==> src/rtl/softmax_sched_if.sv <==
// Handshake bundle between requesters, the softmax datapath and the response sink.
// The scheduler takes the slave modport; the environment drives the master side.
interface softmax_sched_if #(
  parameter int LANES = 16,
  parameter int DW    = 8
);
  logic                  req0_valid;
  logic                  req0_ready;
  logic [LANES*DW-1:0]   req0_data;
  logic                  req1_valid;
  logic                  req1_ready;
  logic [LANES*DW-1:0]   req1_data;
  logic [LANES*DW-1:0]   sm_data_in;
  logic                  sm_start;
  logic                  sm_out_valid;
  logic [LANES*DW-1:0]   sm_out_data;
  logic                  rsp_valid;
  logic                  rsp_ready;
  logic                  rsp_id;
  logic [LANES*DW-1:0]   rsp_data;
  logic                  rsp_timeout;
  logic                  busy;

  modport slave (
    input  req0_valid, req0_data, req1_valid, req1_data,
    input  sm_out_valid, sm_out_data, rsp_ready,
    output req0_ready, req1_ready, sm_data_in, sm_start,
    output rsp_valid, rsp_id, rsp_data, rsp_timeout, busy
  );

  modport master (
    output req0_valid, req0_data, req1_valid, req1_data,
    output sm_out_valid, sm_out_data, rsp_ready,
    input  req0_ready, req1_ready, sm_data_in, sm_start,
    input  rsp_valid, rsp_id, rsp_data, rsp_timeout, busy
  );
endinterface

==> src/rtl/softmax_sched.sv <==
// Two-requester round-robin scheduler feeding a single softmax datapath,
// one job in flight, with a WAIT watchdog that turns a stalled job into an abort response.
module softmax_sched #(
  parameter int LANES   = 16,
  parameter int DW      = 8,
  parameter int TIMEOUT = 255
) (
  input logic             clock,
  input logic             reset,
  softmax_sched_if.slave  bus
);
  localparam int          W        = LANES * DW;
  localparam logic [7:0]  CNT_LAST = 8'(TIMEOUT - 1);

  typedef enum logic [1:0] {IDLE, ISSUE, WAIT, RESP} state_t;

  state_t         state_reg;
  logic [W-1:0]   operand_reg;
  logic [W-1:0]   rsp_data_reg;
  logic [7:0]     cnt_reg;
  logic           sm_start_reg;
  logic           rsp_valid_reg;
  logic           rsp_timeout_reg;
  logic           rsp_id_reg;
  logic           last_grant_reg;

  logic           grant;
  logic           accept;

  // With a tie the requester that did not win last time gets the slot.
  always_comb begin
    grant = 1'b0;
    if (bus.req0_valid && bus.req1_valid)
      grant = ~last_grant_reg;
    else if (bus.req1_valid)
      grant = 1'b1;
  end

  assign bus.req0_ready = (state_reg == IDLE) && bus.req0_valid && !grant;
  assign bus.req1_ready = (state_reg == IDLE) && bus.req1_valid && grant;
  assign accept         = bus.req0_ready || bus.req1_ready;

  genvar gi;
  generate
    for (gi = 0; gi < LANES; gi++) begin : g_lane
      assign bus.sm_data_in[DW*gi +: DW] = operand_reg[DW*gi +: DW];
    end
  endgenerate

  assign bus.sm_start    = sm_start_reg;
  assign bus.rsp_valid   = rsp_valid_reg;
  assign bus.rsp_id      = rsp_id_reg;
  assign bus.rsp_data    = rsp_data_reg;
  assign bus.rsp_timeout = rsp_timeout_reg;
  assign bus.busy        = (state_reg != IDLE);

  always_ff @(posedge clock) begin
    if (!reset) begin
      state_reg       <= IDLE;
      operand_reg     <= '0;
      rsp_data_reg    <= '0;
      cnt_reg         <= '0;
      sm_start_reg    <= 1'b0;
      rsp_valid_reg   <= 1'b0;
      rsp_timeout_reg <= 1'b0;
      rsp_id_reg      <= 1'b0;
      last_grant_reg  <= 1'b1;
    end else begin
      case (state_reg)
        IDLE: begin
          if (accept) begin
            operand_reg  <= grant ? bus.req1_data : bus.req0_data;
            rsp_id_reg   <= grant;
            sm_start_reg <= 1'b1;
            state_reg    <= ISSUE;
          end
        end
        ISSUE: begin
          sm_start_reg <= 1'b0;
          cnt_reg      <= '0;
          state_reg    <= WAIT;
        end
        WAIT: begin
          // A real result beats the watchdog when both land on the same cycle.
          if (bus.sm_out_valid) begin
            rsp_data_reg    <= bus.sm_out_data;
            rsp_timeout_reg <= 1'b0;
            rsp_valid_reg   <= 1'b1;
            state_reg       <= RESP;
          end else if (cnt_reg == CNT_LAST) begin
            rsp_data_reg    <= '0;
            rsp_timeout_reg <= 1'b1;
            rsp_valid_reg   <= 1'b1;
            state_reg       <= RESP;
          end else begin
            cnt_reg <= cnt_reg + 8'd1;
          end
        end
        RESP: begin
          if (bus.rsp_ready) begin
            rsp_valid_reg  <= 1'b0;
            last_grant_reg <= rsp_id_reg;
            state_reg      <= IDLE;
          end
        end
        default: state_reg <= IDLE;
      endcase
    end
  end
endmodule

==> src/flat_wrapper.sv <==
// flat-port wrapper written by rule: the top's interface ports become plain ports
module softmax_sched_flat 
#(
  parameter int LANES   = 16,
  parameter int DW      = 8,
  parameter int TIMEOUT = 255
)
  (clock, reset, bus_req0_valid, bus_req0_data, bus_req1_valid, bus_req1_data, bus_sm_out_valid, bus_sm_out_data, bus_rsp_ready, bus_req0_ready, bus_req1_ready, bus_sm_data_in, bus_sm_start, bus_rsp_valid, bus_rsp_id, bus_rsp_data, bus_rsp_timeout, bus_busy);
  softmax_sched_if #(.LANES(LANES), .DW(DW)) bus_i ();
  input logic clock;
  input logic reset;
  input wire logic [$bits(bus_i.req0_valid)-1:0] bus_req0_valid;
  input wire logic [$bits(bus_i.req0_data)-1:0] bus_req0_data;
  input wire logic [$bits(bus_i.req1_valid)-1:0] bus_req1_valid;
  input wire logic [$bits(bus_i.req1_data)-1:0] bus_req1_data;
  input wire logic [$bits(bus_i.sm_out_valid)-1:0] bus_sm_out_valid;
  input wire logic [$bits(bus_i.sm_out_data)-1:0] bus_sm_out_data;
  input wire logic [$bits(bus_i.rsp_ready)-1:0] bus_rsp_ready;
  output wire logic [$bits(bus_i.req0_ready)-1:0] bus_req0_ready;
  output wire logic [$bits(bus_i.req1_ready)-1:0] bus_req1_ready;
  output wire logic [$bits(bus_i.sm_data_in)-1:0] bus_sm_data_in;
  output wire logic [$bits(bus_i.sm_start)-1:0] bus_sm_start;
  output wire logic [$bits(bus_i.rsp_valid)-1:0] bus_rsp_valid;
  output wire logic [$bits(bus_i.rsp_id)-1:0] bus_rsp_id;
  output wire logic [$bits(bus_i.rsp_data)-1:0] bus_rsp_data;
  output wire logic [$bits(bus_i.rsp_timeout)-1:0] bus_rsp_timeout;
  output wire logic [$bits(bus_i.busy)-1:0] bus_busy;
  assign bus_i.req0_valid = bus_req0_valid;
  assign bus_i.req0_data = bus_req0_data;
  assign bus_i.req1_valid = bus_req1_valid;
  assign bus_i.req1_data = bus_req1_data;
  assign bus_i.sm_out_valid = bus_sm_out_valid;
  assign bus_i.sm_out_data = bus_sm_out_data;
  assign bus_i.rsp_ready = bus_rsp_ready;
  assign bus_req0_ready = bus_i.req0_ready;
  assign bus_req1_ready = bus_i.req1_ready;
  assign bus_sm_data_in = bus_i.sm_data_in;
  assign bus_sm_start = bus_i.sm_start;
  assign bus_rsp_valid = bus_i.rsp_valid;
  assign bus_rsp_id = bus_i.rsp_id;
  assign bus_rsp_data = bus_i.rsp_data;
  assign bus_rsp_timeout = bus_i.rsp_timeout;
  assign bus_busy = bus_i.busy;
  softmax_sched #(.LANES(LANES), .DW(DW), .TIMEOUT(TIMEOUT)) u_core (.clock(clock), .reset(reset), .bus(bus_i));
endmodule
==> config.mk <==
export PLATFORM = sky130hd
export DESIGN_NAME = softmax_sched_flat
export DESIGN_NICKNAME = d
export VERILOG_FILES = /design/src/rtl/softmax_sched_if.sv /design/src/rtl/softmax_sched.sv /design/src/flat_wrapper.sv
export SDC_FILE = /design/constraint.sdc
export NUM_CORES = 1
export LEC_CHECK = 0
export ABC_AREA = 1
export BUFFER_PORTS_ARGS = -buffer_cell sky130_fd_sc_hd__buf_2
export CAP_MARGIN = 0
export CORE_AREA = 5 5 254 256
export CTS_CLUSTER_SIZE = 24
export DETAILED_ROUTE_END_ITERATION = 7
export DIE_AREA = 0 0 259 261
export PLACE_DENSITY = 0.46
export RECOVER_POWER = 50
export SYNTH_ARGS = -nofsm -noshare
export SYNTH_HDL_FRONTEND = slang
export SYNTH_SLANG_ARGS = --single-unit
==> constraint.sdc <==
create_clock -name clock -period 2.2 [get_ports clock]
set_input_delay 0.33 -clock clock [delete_from_list [all_inputs] [get_ports clock]]
set_output_delay 0.33 -clock clock [all_outputs]
set_load 0.1 [all_outputs]
Word level (Yosys, flattened, before mapping)
Index checks and enable logic that the tools add are counted.
Cells by class
  add/sub/neg operators: 1
  equal/unequal tests: 9
  multiplexer cells: 20
  bitwise gates (word level): 1
  reduce and logical (&&, ||, !) cells: 20
Operators by type and width (count)
  $mux W128: 3
  $mux W8: 2
  $pmux W8 S2: 1
  $reduce_bool A2 Y1: 5
  $reduce_and A3 Y1: 3
  $add A8 B1 Y8 const B: 1
  $eq A8 B8 Y1 const B: 1
  $mux W2: 4
  $pmux W2 S4: 1
  $reduce_and A2 Y1: 4
  $mux W1: 7
  $ne A2 B2 Y1 const B: 3
  $logic_and A1 B1 Y1: 5
  $eq A2 B2 Y1 const B: 2
  $pmux W1 S2: 2
  $ne A3 B2 Y1 const B: 1
  $eq A2 B1 Y1 const B: 1
  $logic_not A2 Y1: 1
  $ne A2 B1 Y1 const B: 1
  $logic_not A1 Y1: 1
  $logic_or A1 B1 Y1: 1
  $not A1 Y1: 1
Word-level totals
  flip-flop bits (word level): 271
  input port bits: 390
  logic and storage cells: 60

Longest topological paths before layout
  depth in word-level cells: 7
  mapped depth: 11

Worst setup path before layout
Ideal clock, no wire load.
  path type: register to output
  from: reg u_core.state_reg[0]
  to: out bus_req1_ready
  arrival: 2.438 ns
  required time: 1.870 ns
  path slack: -0.568 ns
  stages on the path, launching flop included: 5
  buffers on the path: 0
  path through: dfxtp_1 -> inv_1 -> ha_1 -> inv_1 -> nor2_1
On the way
  longest elaborated chain between the ends: 3
RTL lines
  start, declared: RTL line softmax_sched.sv:17  | state_t state_reg;
  start signal, assigned: RTL line softmax_sched.sv:59  | state_reg <= IDLE;
  start signal, assigned: RTL line softmax_sched.sv:75  | state_reg <= ISSUE;
  start signal, assigned: RTL line softmax_sched.sv:81  | state_reg <= WAIT;
  $logic_not A2 Y1: RTL line softmax_sched.sv:40  | assign bus.req1_ready = (state_reg == IDLE) && bus.req1_valid && grant;
  $logic_and A1 B1 Y1 (2 in a row): RTL line softmax_sched.sv:40
  end, declared: RTL line flat_wrapper.sv:20  | output wire logic [$bits(bus_i.req1_ready)-1:0] bus_req1_ready;
Every way passes these cells.

Worst setup path in the final report
  from: reg u_core.state_reg[1]
  to: out bus_req1_ready
Same word-level chain as after synthesis.

==> impl_metrics.csv <==
group,metric,value,unit
yosys,yosys.cell_types.count,24,
timing,fmax,486,MHz
global_routing,antenna_found_initial,2,
yosys,synthesis.area,11500,sq um
timing,max_slew_margin,54.7,%
hold_path,min_delay_path_depth,3,
global_routing,grt_max_degree,98,
timing,slew_violations,0,
clock_tree,cts_buffers,34,
cells_and_area,n_antenna_cell,0,
drt,via_per_inst,4.18,
hold_path,hp-class,"primary input to flop",
timing,rsz0062_at_grt,"no",
clock_tree,clock_latency,0.53,ns
yosys,ys.flop_type,"dfxtp_1",
place,dp_hpwl,35000,microns
worst_setup_path,worst-setup-path-type,"flop to primary output",
die,rows,92,
die,die_area,67600,sq um
timing,fin_skew,0.0233,ns
die,die_w,259,microns
yosys,synthArstFlopShare,0,%
place,place_inst,2934,
drt,firstDrtPassIters,7,
clock_tree,clkSlewWorstSetupHoldPaths,0.06,ns
yosys,synth_area_per_cell,7.50,sq um
cells_and_area,final_cells,3022,
timing,fin_crit_sh,93.5,%
power_and_ir_drop,power.density,1420,nW/um^2
worst_setup_path,startpoint_type,"flop",
timing,finalHoldViolations,0,
yosys,yosys_warnings,0,
yosys,ys_ff_latch,271,
cells_and_area,syn_to_final_growth,47.9,%
timing,tns,0,ns
job,drv_cap,0,
worst_setup_path,cp.required,1.87,ns
drt,routed_wl,45800,microns
die,core,62300,sq um
yosys,yosysTopAreaCell,"dfxtp_1",
cells_and_area,final_nets,2550,
global_routing,grt.overflow.total,0,
global_routing,grt_pass1_wl,68500,microns
cells_and_area,fillers,6836,
place,place.port_buffers,652,
yosys,synth_edf_count,0,
worst_setup_path,rr_worst_depth,10,
global_routing,track_usage,12.4,%
global_routing,grt_pass1_vias,12400,
outcome,status,"complete, no violations",
die,start_util,18.4,%
timing,final-setup-viol-count,0,
yosys,ys_seq_area_share,47.4,%
timing,period_minus_slack,2.06,ns
die,die_y,261,microns
place,routabilityCongestion,0.882,
clock_tree,cts.htree.levels,2,
drt,ant_nets,0,
die,io_pins,653,
drt,wl_per_cell,15.2,microns
yosys,syn_nets,1923,
clock_tree,cts_setup_buffers,0,
drt,drt-initial-drc-count,789,
drt,via_count,12600,
cells_and_area,final_common_cell,"nand2_1",
worst_setup_path,arrival,1.73,ns
timing,worstMarginPinSlew,0.679,ns
clock_tree,clock_path_buffers,3,
yosys,synth_cells,1527,
yosys,synth_top_area_share,47.4,%
cells_and_area,layout_common_cells,"nand2_1 (414), buf_2 (399), dfxtp_1 (271)",
power_and_ir_drop,max-vdd-ir-drop,0.999,mV
power_and_ir_drop,leakagePower,8.34,nW
worst_setup_path,critPathCaptureType,"primary output",
clock_tree,cts.sinks,271,
clock_tree,cts_tree,"yes",
cells_and_area,layout-drive-gt1-share,34.8,%
worst_setup_path,crit_fanout,4,
clock_tree,cts-root-buf,"clkbuf_16",
drt,drc,0,
yosys,synth.area.top_cells,"dfxtp_1 (47%), nand2_1 (14%), nand3_1 (12%), o211ai_1 (8.5%), a21oi_1 (6.1%)",
[cells in the mapped netlist, types with 4 or more instances]
library cell,number
nand2_1,414
dfxtp_1,271
nand3_1,267
inv_1,145
a21oi_1,139
o211ai_1,130
buf_2,82
clkbuf_1,28
buf_6,15
nor2_1,11
ha_1,6
nand2_2,4
[power by group]
part	switching [W]	internal, W	total, W	leakage, nW
Combinational	0.00999	0.00215	0.0121	5.58
Sequential	0.000546	0.00590	0.00645	2.22
Clock	0.00218	0.00329	0.00547	0.541
Total	0.0127	0.0113	0.0241	8.34
[cells by family (layout without fill, tap and decap cells)]
group	count (synthesis)	in the layout	share of synthesized area (%)
flops	271	271	47.4
fa+ha+maj	6	6	0.655
buf+inv	274	923	10.9
compound gates	273	273	14.8
simple gates	703	703	26.2
[timing repair]
| item | 4_1_cts | 5_1_grt |
|---|---|---|
| resized for setup | 6 | 2 |
| endpoints found under the hold margin | 30 | 0 |
| hold buffers | 30 | 0 |
| setup endpoints to repair | 3 | 61 |
[cell type report]
type / count / area [sq um] / area share, %
Clock inverter: 12 / 133 / 0.783
Tap cell: 846 / 1060 / 6.25
Sequential cell: 271 / 5430 / 32.0
Clock buffer: 46 / 956 / 5.64
Inverter: 146 / 554 / 3.27
Timing Repair Buffer: 719 / 4000 / 23.6
Multi-Input combinational cell: 982 / 4820 / 28.4
[final timing paths]
check | start | endpoint | slack [ns]
max | u_core.state_reg[1] | bus_req1_ready | 0.14
min | bus_sm_out_data[4] | u_core.bus.rsp_data[4] | 0.05
max reg2reg | u_core.cnt_reg[0] | u_core.bus.rsp_data[62] | 0.27
min reg2reg | u_core.bus.rsp_data[97] | u_core.bus.rsp_data[97] | 0.46
[through the flow]
| step | util, % | instance area, sq um | setup slack (ns) | total power (W) | hold slack (ns) |
|---|---|---|---|---|---|
| floorplan | - | 11500 | 0.201 | 0.0163 | 0.439 |
| global placement | 25.0 | 15600 | 0.122 | 0.0187 | 0.444 |
| detailed placement | 25.0 | 15600 | 0.0652 | 0.0187 | 0.449 |
| CTS | 27.3 | 17000 | 0.0411 | 0.0245 | 0.000301 |
| global route | 27.2 | 16900 | 0.0186 | 0.0253 | 0.0101 |
| finish | 27.2 | 16900 | 0.143 | 0.0241 | 0.0477 |
[worst max-delay path, cell delays in order, from the launching register on]
cell	delay (ns)
dfxtp_1	0.33
inv_1	0.13
ha_4	0.18
inv_1	0.07
buf_4	0.16
nor2_4	0.14
buf_12	0.19
[per-layer routing]
metal | part of all wire, % | up-vias | GRT usage [%]
met3 | 8.6 | 65 | 3.94
li1 | - | 6294 | -
met2 | 49 | 507 | 21.4
met5 | 0.044 | - | 0
met1 | 40 | 5770 | 15.0
met4 | 2.3 | 4 | 3.57
Note: power is estimated with default switching activity, not from simulation.
